$ cat config.mk
export PLATFORM = sky130hd
export DESIGN_NAME = argmax_seq
export DESIGN_NICKNAME = d
export VERILOG_FILES = /design/src/rtl/argmax_seq.sv
export SDC_FILE = /design/constraint.sdc
export NUM_CORES = 1
export LEC_CHECK = 0
export CAP_MARGIN = 20
export CORE_MARGIN = 4
export CORE_UTILIZATION = 50
export DETAILED_ROUTE_END_ITERATION = 8
export PLACE_DENSITY = 0.81
export SLEW_MARGIN = 20
export SYNTH_ARGS = -nofsm -noshare
export SYNTH_HDL_FRONTEND = slang
export SYNTH_SLANG_ARGS = --single-unit
$ cat constraint.sdc
create_clock -name clk_i -period 2.6 [get_ports clk_i]
set_input_delay 0.39 -clock clk_i [delete_from_list [all_inputs] [get_ports clk_i]]
set_output_delay 0.39 -clock clk_i [all_outputs]
set_load 0.01 [all_outputs]
$ cat src/rtl/argmax_seq.sv
// Sequencer that fetches LEN words from memory and reports the maximum element and its index.
// Define ARGMAX_SIGNED_EN to compare elements as two's-complement signed instead of unsigned.
module argmax_seq #(
  parameter int DATA_W = 32,
  parameter int IDX_W  = 8
) (
  input  logic              clk_i,
  input  logic              reset_i,
  input  logic              start_i,
  input  logic [31:0]       base_addr_i,
  input  logic [IDX_W-1:0]  len_i,
  output logic [31:0]       mem_addr_o,
  output logic              mem_rd_o,
  input  logic              mem_ack_i,
  input  logic [DATA_W-1:0] mem_data_i,
  output logic              busy_o,
  output logic              done_o,
  output logic [DATA_W-1:0] max_val_o,
  output logic [31:0]       max_idx_o
);

  typedef enum logic [1:0] {
    IDLE,
    FETCH,
    CMP,
    FIN
  } state_t;

  state_t              state_q;
  logic [IDX_W-1:0]    len_q;
  logic [IDX_W-1:0]    idx_q;
  logic [DATA_W-1:0]   elem_q;
  logic [DATA_W-1:0]   max_val_q;
  logic [IDX_W-1:0]    max_idx_q;
  logic [31:0]         mem_addr_q;
  logic                mem_rd_q;
  logic                busy_q;
  logic                done_q;
  logic                take_d;
  logic                last_d;

  // The first element always seeds the maximum; later ones must be strictly greater so ties keep the earlier index.
  always_comb begin
    take_d = 1'b0;
`ifdef ARGMAX_SIGNED_EN
    take_d = (idx_q == '0) || ($signed(elem_q) > $signed(max_val_q));
`else
    take_d = (idx_q == '0) || (elem_q > max_val_q);
`endif
    last_d = (idx_q == (len_q - IDX_W'(1)));
  end

  always_ff @(posedge clk_i) begin
    if (reset_i) begin
      state_q    <= IDLE;
      len_q      <= '0;
      idx_q      <= '0;
      elem_q     <= '0;
      max_val_q  <= '0;
      max_idx_q  <= '0;
      mem_addr_q <= '0;
      mem_rd_q   <= 1'b0;
      busy_q     <= 1'b0;
      done_q     <= 1'b0;
    end else begin
      case (state_q)
        IDLE: begin
          if (start_i) begin
            len_q     <= len_i;
            idx_q     <= '0;
            max_val_q <= '0;
            max_idx_q <= '0;
            busy_q    <= 1'b1;
            if (len_i != '0) begin
              state_q    <= FETCH;
              mem_rd_q   <= 1'b1;
              mem_addr_q <= base_addr_i;
            end else begin
              state_q <= FIN;
              done_q  <= 1'b1;
            end
          end
        end
        FETCH: begin
          if (mem_ack_i) begin
            elem_q   <= mem_data_i;
            mem_rd_q <= 1'b0;
            state_q  <= CMP;
          end
        end
        CMP: begin
          if (take_d) begin
            max_val_q <= elem_q;
            max_idx_q <= idx_q;
          end
          if (last_d) begin
            state_q <= FIN;
            done_q  <= 1'b1;
          end else begin
            // Address advances by one word alongside the index, wrapping modulo 2^32.
            idx_q      <= idx_q + IDX_W'(1);
            mem_addr_q <= mem_addr_q + 32'd4;
            mem_rd_q   <= 1'b1;
            state_q    <= FETCH;
          end
        end
        FIN: begin
          done_q  <= 1'b0;
          busy_q  <= 1'b0;
          state_q <= IDLE;
        end
        default: state_q <= IDLE;
      endcase
    end
  end

  assign mem_addr_o = mem_addr_q;
  assign mem_rd_o   = mem_rd_q;
  assign busy_o     = busy_q;
  assign done_o     = done_q;
  assign max_val_o  = max_val_q;
  assign max_idx_o  = {{(32-IDX_W){1'b0}}, max_idx_q};

endmodule

# Yosys cells after proc, flatten, opt, wreduce, memory -nomap -nowiden
# Cells that the tools add are included.
[totals]
reg_bits = 125
inputBits = 76
out_inout_bits = 99
wordCells = 70
[op_classes]
n_addsub = 3
n_lt_le_gt_ge = 1
n_eq_ne = 11
mux = 28
reduce_logical = 17
[ops]
columns = ["operator", "count"]
rows = [
  ["32-bit two-way mux", 5],
  ["32-bit one-hot mux with 2 select lines", 2],
  ["32-bit by 3-bit adder with 32-bit output (second input constant)", 1],
  ["32-bit > comparator", 1],
  ["8-bit one-hot mux with 2 select lines", 2],
  ["8-bit two-way mux", 3],
  ["2-bit != test (second input constant)", 7],
  ["8-bit by 1-bit adder with 8-bit output (second input constant)", 1],
  ["8-bit == test", 1],
  ["8-bit logical NOT", 1],
  ["1-bit two-way mux", 8],
  ["2-bit two-way mux", 4],
  ["2-bit one-hot mux with 4 select lines", 1],
  ["2-bit AND reduction", 4],
  ["4-bit AND reduction", 2],
  ["8-bit nonzero test", 1],
  ["8-bit by 1-bit subtractor with 8-bit output (second input constant)", 1],
  ["1-bit one-hot mux with 3 select lines", 2],
  ["3-bit AND reduction", 2],
  ["3-bit nonzero test", 2],
  ["5-bit AND reduction", 1],
  ["2-bit == test (second input constant)", 2],
  ["2-bit nonzero test", 2],
  ["2-bit by 1-bit == test with 1-bit output (second input constant)", 1],
  ["other kinds (3)", 3],
]

# Depth between registers and ports, before layout
# Gate-level depths: netlist of the first run.
[logic_depth]
word_depth = 4
ltp_mapped = 11
depth_no_buf = 9

# Worst setup path after synthesis of the first run
# Ideal clock, no wire load.
[synth_path]
kind = "reg2reg"
start = "reg state_q[0]"
end = "reg mem_addr_q[29], in the netlist mem_addr_o[29]"
setup_ps = 122
t_arrival_ps = 2190
required_ps = 2478
setup_slack_ps = 288
path_stages_with_launch = 11
path_buffers = 3
synth_period_minus_slack_ps = 2312
path_cell_list = "dfxtp_1 > inv_1 > ha_1 > clkbuf_1 > and2_1 > clkbuf_1 > a21oi_1 > or2_1 > clkbuf_1 > nor4_1 > a311o_1"
[synth_via]
elab_chain_cells = 3
elab_cells_between_ends = 8
classes_between = "eq/ne: 4; mux: 1; reduce/logical: 3"
[synth_rtl]
columns = ["element", "line", "rtl"]
rows = [
  ["start, declared", "29", "state_t state_q;"],
  ["start signal, assigned", "55", "state_q <= IDLE;"],
  ["start signal, assigned", "75", "state_q <= FETCH;"],
  ["start signal, assigned", "79", "state_q <= FIN;"],
  ["2-bit == test or 2-bit logical NOT (tied branches)", "66", "case (state_q)"],
  ["2-bit != test (no line) or 2-bit nonzero test (tied branches)", "--", ""],
  ["4-bit AND reduction (no line)", "--", ""],
  ["end signal, assigned", "77", "mem_addr_q <= base_addr_i;"],
  ["end signal, assigned", "102", "mem_addr_q <= mem_addr_q + 32'd4;"],
  ["end, declared", "35", "logic [31:0] mem_addr_q;"],
]
# Several ways; a longest one is shown, not always the timed one.
# A chain may end at the register's enable or synchronous reset.

# Final worst setup path of the first run
[layout_path]
start = "reg len_q[1]"
end = "reg mem_addr_q[30], in the netlist mem_addr_o[30]"
[layout_via]
elab_chain_cells = 4
[layout_rtl]
columns = ["element", "line", "rtl"]
rows = [
  ["start, declared", "30", "logic [IDX_W-1:0] len_q;"],
  ["start signal, assigned", "69", "len_q <= len_i;"],
  ["8-bit by 1-bit subtractor with 8-bit output", "50", "last_d = (idx_q == (len_q - IDX_W'(1)));"],
  ["8-bit == test", "50", ""],
  ["2-bit != test (no line)", "--", ""],
  ["4-bit AND reduction (no line)", "--", ""],
]
# Every way passes these cells.

==> results of run 1 <==
## flip-flops by register name (all words and copies together) (netlist names), 2 cells and up
name and flops:
len_q 8, mem_addr_o 32, state_q 2, max_val_o 32, max_idx_q 8, elem_q 32, idx_q 8
## Yosys cell counts (5+ instances only)
master,instances
nand3_1,33
a211oi_1,13
buf_4,25
nor3_1,9
nand2_1,212
nor2_1,38
clkbuf_1,39
o22ai_1,8
o21ai_0,18
nor4_1,7
a31oi_1,7
a21oi_1,88
o31ai_1,10
o21ai_1,12
and3_1,6
xor2_1,7
ha_1,40
inv_1,47
xnor2_1,5
mux2i_1,54
nand4_1,14
buf_1,5
a21o_1,5
dfxtp_1,125
## final timing paths
| path | startpoint | endpoint | slack, ps | depth (start not counted) |
|---|---|---|---|---|
| worst min-delay path | max_idx_q[4] | max_idx_q[4] | 450 | 2 |
| worst max-delay path | len_q[1] | mem_addr_o[30] | 120 | 11 |
| worst min register to register | max_idx_q[4] | max_idx_q[4] | 450 | 2 |
| worst max register to register | len_q[1] | mem_addr_o[30] | 120 | 11 |
## kinds of logic (layout without fill, tap and decap cells)
logic type      count (synthesis)  in the layout  synth area share
fa+ha+maj                      40             40            0.0707
buf+inv                       127            259            0.0926
mux                            54             54            0.0763
xor+xnor                       12             12            0.0148
compound gates                193            193             0.170
simple gates                  351            351             0.222
other cells                     1             25          0.000530
flops                         125            125             0.353
## power by group
group	total [mW]	switching [mW]	internal [mW]
registers	2.58	0.358	2.23
clock network	2.38	0.828	1.55
logic	3.13	1.72	1.41
## per-layer routing
layer	vias up	wire, um	part of all wire
met5	-	0	0
met4	0	383	0.020
met3	40	1470	0.077
met2	249	8990	0.47
met1	3136	8240	0.43
li1	3377	-	-
## placed cells by master, fill, tap and decap left out, types with 12 or more instances in the layout
master and n:
clkbuf_16 17, nand4_1 14, nand2_1 212, o21ai_1 12
ha_1 38, a21oi_1 88, inv_1 47, nand3_1 33
clkdlybuf4s50_1 149, a211oi_1 13, buf_4 27, dfxtp_1 125
o21ai_0 18, nor2_1 37, mux2i_1 54, conb_1 24
## layout make-up
type	count	area [um^2]
timing repair buffer	181	1770
inverter	48	180
clock inverter	6	82.6
clock buffer	24	512
fill	1161	4570
tap	180	225
sequential	125	2500
antenna	1	2.50
multi-input combinational	674	4040
## stage by stage
stage,cell area [um^2],power [mW],util,setup WS [ps]
after floorplan,7170,4.70,-,288
after global placement,8680,5.64,0.625,195
after detailed placement,8680,5.69,0.625,89.4
after CTS,9280,8.09,0.668,52.2
after global routing,9310,8.55,0.671,-6.84
final,9310,8.09,0.671,119
## what timing repair did
item / CTS / global route
buffers inserted: 0 / 2
hold buffers: 0 / 0
setup endpoints to repair: 0 / 46
resized for setup: 0 / 3
## worst min-delay path, delay by kind of cell (launching register included)
kind             cells  cell delay, ps
DFF                  1             300
and+or+nand+nor      1              50
muxes                1              50
==> reports/qor.yml, run 1 <==
synth-edff-count: 0
path_class: "flop to flop"
max_slew_margin: 0.444
setup_total_negative_slack_ps: 0
grt_use_met1: 0.306
detail_route.iter0.violations: 510
synth.largest_area_cell: "dfxtp_1"
area_growth_syn_to_layout_pct: 31.5
power_density_nw_per_um2: 869
detail-route-antenna-nets: 0
outcome: "completed"
postRouteWirelength_um: 19100
floorplan.die.width_um: 127
cp_data_required_time_ps: 2880
worst_skew_pair.late_latency_ps: 410
timing_worst_slew_pin_value_ps: 826
mappedNetlistArea_um2: 7080
end_kind: "flop"
num_rows: 43
postSynth.asyncResetShare: 0
grt_pass1_wl_um: 31100
floorplan.die_area_um2: 16100
number_of_buffers_and_inverters_on_the_critical_path: 3
grt.met3_usage: 0.0585
mean_syn_cell_area_um2: 7.84
crit_top_cell: "a21oi_1"
drive_gt1_frac: 0.0681
synth.top_cell.area_share: 0.353
timing.critical_path.slowest_stage_cell: "a311o_1"
vias: 6802
effective_utilization_at_floorplan: 0.510
grt.met2_usage: 0.375
design.core.area_um2: 13900
globalplace.congestion: 0.852
drt-vias-per-instance: 5.49
placed_wire_length_estimate_um: 13500
first_global_vias: 6448
drtPass1Iterations: 5
cp.arrival_ps: 2760
gr-total-overflow: 0
number_of_flip_flops_and_latches_in_the_synthesized_netlist: 125
hold_viol_final: 0
worstPathMaxFanout: 34
pin_count_of_the_biggest_net_entering_global_routing: 44
vdd_drop_max_v: 0.000499
detail_route.drc_violations: 0
min_period_ps: 2480
setup-violations-final: 0
synth_flop_cell: "dfxtp_1"
cts-root-to-sink-buffers: 2
netlist-cell-type-count: 65
ys_warn_count: 0
path_delay_family: "compound AO/OA/AOI/OAI gates"
ys_seq_area_frac: 0.353
hold_class: "flop to flop"
final_cycle_share: 0.954
number_of_nets_at_the_end_of_the_flow: 1163
slowest_delay_ps: 380
cts-htree-levels: 4
netlist_top_cells_area: "dfxtp_1 (35%), nand2_1 (11%), mux2i_1 (7.6%)"
total_global_route_track_usage: 0.233
grt_antenna_before_repair: 0
cts.clk_slew.worst_paths_ps: 50
final-max-slew-violation-count: 0
port_buffers: 150
cts_buf_count: 17
max_clock_freq_ghz: 0.403
cp_cell_sequence: "inv_1, ha_2, nand2b_1, a21oi_1, a311o_1, a2111oi_4, buf_4, a21oi_4, buf_12, a31oi_1, a21oi_1"
cap_violations: 0
clock-sinks: 125
clock_skew_ps: 4.15
fin_hold_ws_ps: 455
global_route.peak_usage_layer: "met2"
dieHeight_um: 127
postSynthCellCount: 903
boundaryPins: 175
tritoncts: "yes"
critical_path.startpoint_type: "flop"
clock_tree.root_cell: "clkbuf_16"
power.static_leakage_nw: 3.63
routed_wire_length_per_instance_um: 15.4
placed_cells_incl_taps: 1206
fin_cells: 1239
Note: power is estimated with default switching activity, not from simulation.
==> run 2, diff against run 1 <==
==> constraint.sdc (replaced) <==
create_clock -name clk_i -period 2.6 [get_ports clk_i]
set_input_delay 0.39 -clock clk_i [delete_from_list [all_inputs] [get_ports clk_i]]
set_output_delay 0.39 -clock clk_i [all_outputs]
set_load 0.05 [all_outputs]
==> reports/qor.yml, run 2 (same netlist as run 1, synthesis figures left out) <==
outcome: "completed"
grt.met3_usage: 0.0627  # +0.00418
global_route.peak_usage_layer: "met2"
globalplace.congestion: 0.846  # -0.66%
num-fill-cells: 1146  # -1.3%
area_growth_syn_to_layout_pct: 31.7
cts-htree-levels: 4  # unchanged
power.static_leakage_nw: 3.63  # about the same
drt-vias-per-instance: 5.51  # +0.43%
crit_top_cell: "a21oi_1"
r2r-end: "idx_q[3]"
drive_gt1_frac: 0.0654  # -0.00265
setup_total_negative_slack_ps: 0  # unchanged
fin_hold_ws_ps: 455  # -0.170 ps
commonest_non_fill_non_tap_cells_in_the_layout: "nand2_1 (212), clkdlybuf4s50_1 (149), dfxtp_1 (125)"
worstPathMaxFanout: 7  # -79%
placed_wire_length_estimate_um: 13700  # +1.3%
drtPass1Iterations: 5  # unchanged
hp-start: "max_idx_q[0]"
cts_hold_buf: 0  # unchanged
register_area_um2: 2500  # unchanged
dieHeight_um: 127  # unchanged
cts-root-to-sink-buffers: 2  # unchanged
post_layout_worst_setup_margin_ps: 138  # +18.7 ps
final_cycle_share: 0.947  # -0.00720
vdd_drop_max_v: 0.000653  # +31%
hold_class: "flop to flop"
clock-sinks: 125  # unchanged
effective_utilization_at_floorplan: 0.510  # unchanged
timing.critical_path.slowest_stage_cell: "o2111ai_1"
final-max-slew-violation-count: 0  # unchanged
worst_skew_pair.late_latency_ps: 420  # about the same
hold_viol_final: 0  # unchanged
critical_path.startpoint_type: "flop"
p_clk_frac: 0.287  # -0.007
tritoncts: "yes"
gr-total-overflow: 0  # unchanged
dpl_worst_slack_ps: 97.4  # +8.01 ps
cp.arrival_ps: 2770  # about the same
max_clock_freq_ghz: 0.406  # +0.76%
number_of_nets_at_the_end_of_the_flow: 1161  # -0.17%
grt_use_met1: 0.304  # -0.00130
num_rows: 43  # unchanged
detail-route-antenna-nets: 0  # unchanged
floorplan.die_area_um2: 16100  # unchanged
rr_startpoint: "len_q[2]"
first_global_vias: 6557  # +1.7%
number_of_instances_on_the_worst_hold_path: 2  # unchanged
number_of_buffers_and_inverters_on_the_critical_path: 1  # -2
floorplan.die.width_um: 127  # unchanged
design.core.area_um2: 13900  # unchanged
vias: 6809  # +0.10%
clock_tree.root_cell: "clkbuf_16"
slowest_delay_ps: 520  # +140 ps
power_density_nw_per_um2: 956  # +10%
reg2reg_depth: 8  # -3
rsz0062_at_grt: "false"
port_buffers: 150  # unchanged
boundaryPins: 175  # unchanged
setup-violations-final: 0  # unchanged
end_kind: "flop"
combPwrFrac: 0.422  # +0.035
power.internal_mw: 5.36  # +3.6%
detail_route.drc_violations: 0  # unchanged
cap_violations: 0  # unchanged
postRouteWirelength_um: 19100  # +0.27%
cts.clk_slew.worst_paths_ps: 50  # about the same
cts_buf_count: 17  # unchanged
post-route-util: 0.672  # +0.00126
cp_cell_sequence: "nor3_2, a31oi_1, o2111ai_1, a2111oi_4, buf_4, a21oi_1, a21oi_1, a31o_1"
total_area_of_multi_input_combinational_cells_um2: 4020  # -0.28%
grt_antenna_before_repair: 0  # unchanged
detail_route.iter0.violations: 501  # -1.8%
holdPathEnd: "max_idx_q[0]"
pin_count_of_the_biggest_net_entering_global_routing: 44  # unchanged
grt.met2_usage: 0.387  # +0.0125
total_global_route_track_usage: 0.236  # +0.00273
path_class: "flop to flop"
netSwitchingFraction: 0.398  # +0.0388
mostFrequentLayoutCell: "nand2_1"
grt_pass1_wl_um: 31400  # +1.1%
r2r_setup_slack_ps: 140  # +20 ps
antenna-diode-count: 0  # -1
power.switching_mw: 3.55  # +22%
timing_worst_slew_pin_value_ps: 894  # +68.4 ps
min_period_ps: 2460  # -18.7 ps
path_delay_family: "compound AO/OA/AOI/OAI gates"
max_slew_margin: 0.398  # -0.0461
cp_data_required_time_ps: 2910  # +30 ps
seq_power_share: 0.291  # -0.028
routed_wire_length_per_instance_um: 15.5  # +0.60%
clock_skew_ps: 7.46  # +3.31 ps
[run 2: through the flow]
| stage | cell area [um^2] | power, mW | cells |
|---|---|---|---|
| 2_1_floorplan | 7170 | 5.35 | 926 |
| 3_3_place_gp | 8670 | 6.28 | 1205 |
| 3_5_place_dp | 8670 | 6.34 | 1205 |
| 4_1_cts | 9310 | 8.93 | 1234 |
| 5_1_grt | 9330 | 9.38 | 1235 |
| 6_report | 9330 | 8.92 | 1235 |
[run 2: layer usage]
metal  vias up  wire length (um)
li1       3375                 -
met1      3160              8410
met2       248              9070
met3        26              1410
met4         0               257
met5         -                 0
[run 2: how the worst max path moves through the flow]
stage	depth (start not counted)	slack, ps	startpoint	end
after global placement	9	200	len_q[1]	mem_addr_o[30]
after detailed placement	9	100	len_q[1]	mem_addr_o[30]
after floorplan	10	150	max_val_o[1]	max_val_o[0]
after CTS	9	90	len_q[1]	mem_addr_o[10]
after global routing	11	10	len_q[1]	mem_addr_o[18]
final	8	140	len_q[2]	idx_q[3]
[run 2: layout make-up]
class / instances / area share
Tap cell: 180 / 0.0241
Clock inverter: 5 / 0.0138
Clock buffer: 24 / 0.0549
Multi-Input combinational cell: 674 / 0.431
Timing Repair Buffer: 179 / 0.188
Inverter: 48 / 0.0193
Sequential cell: 125 / 0.268
[run 2: power groups by stage]
| stage | Sequential (mW) | Combinational (mW) | Clock (mW) |
|---|---|---|---|
| final | 2.59 | 3.76 | 2.56 |
| after CTS | 2.58 | 3.75 | 2.60 |
| after global placement | 2.61 | 3.67 | 0 |
| after floorplan | 3.21 | 2.14 | 0 |
| after global routing | 2.64 | 4.06 | 2.69 |
| after detailed placement | 2.61 | 3.72 | 0 |
[run 2: worst reg2reg max path: cells and delay by family (launching register included)]
kind | cells | cell delay (ps)
buf+inv | 1 | 190
simple gates | 1 | 310
compound gates | 6 | 1470
flops | 1 | 380
[run 2: what timing repair did]
item                                    CTS  global route
buffers inserted                          0             1
endpoints found under the hold margin     0             0
endpoints found under the setup margin    0            47
gates resized for setup                   0             2
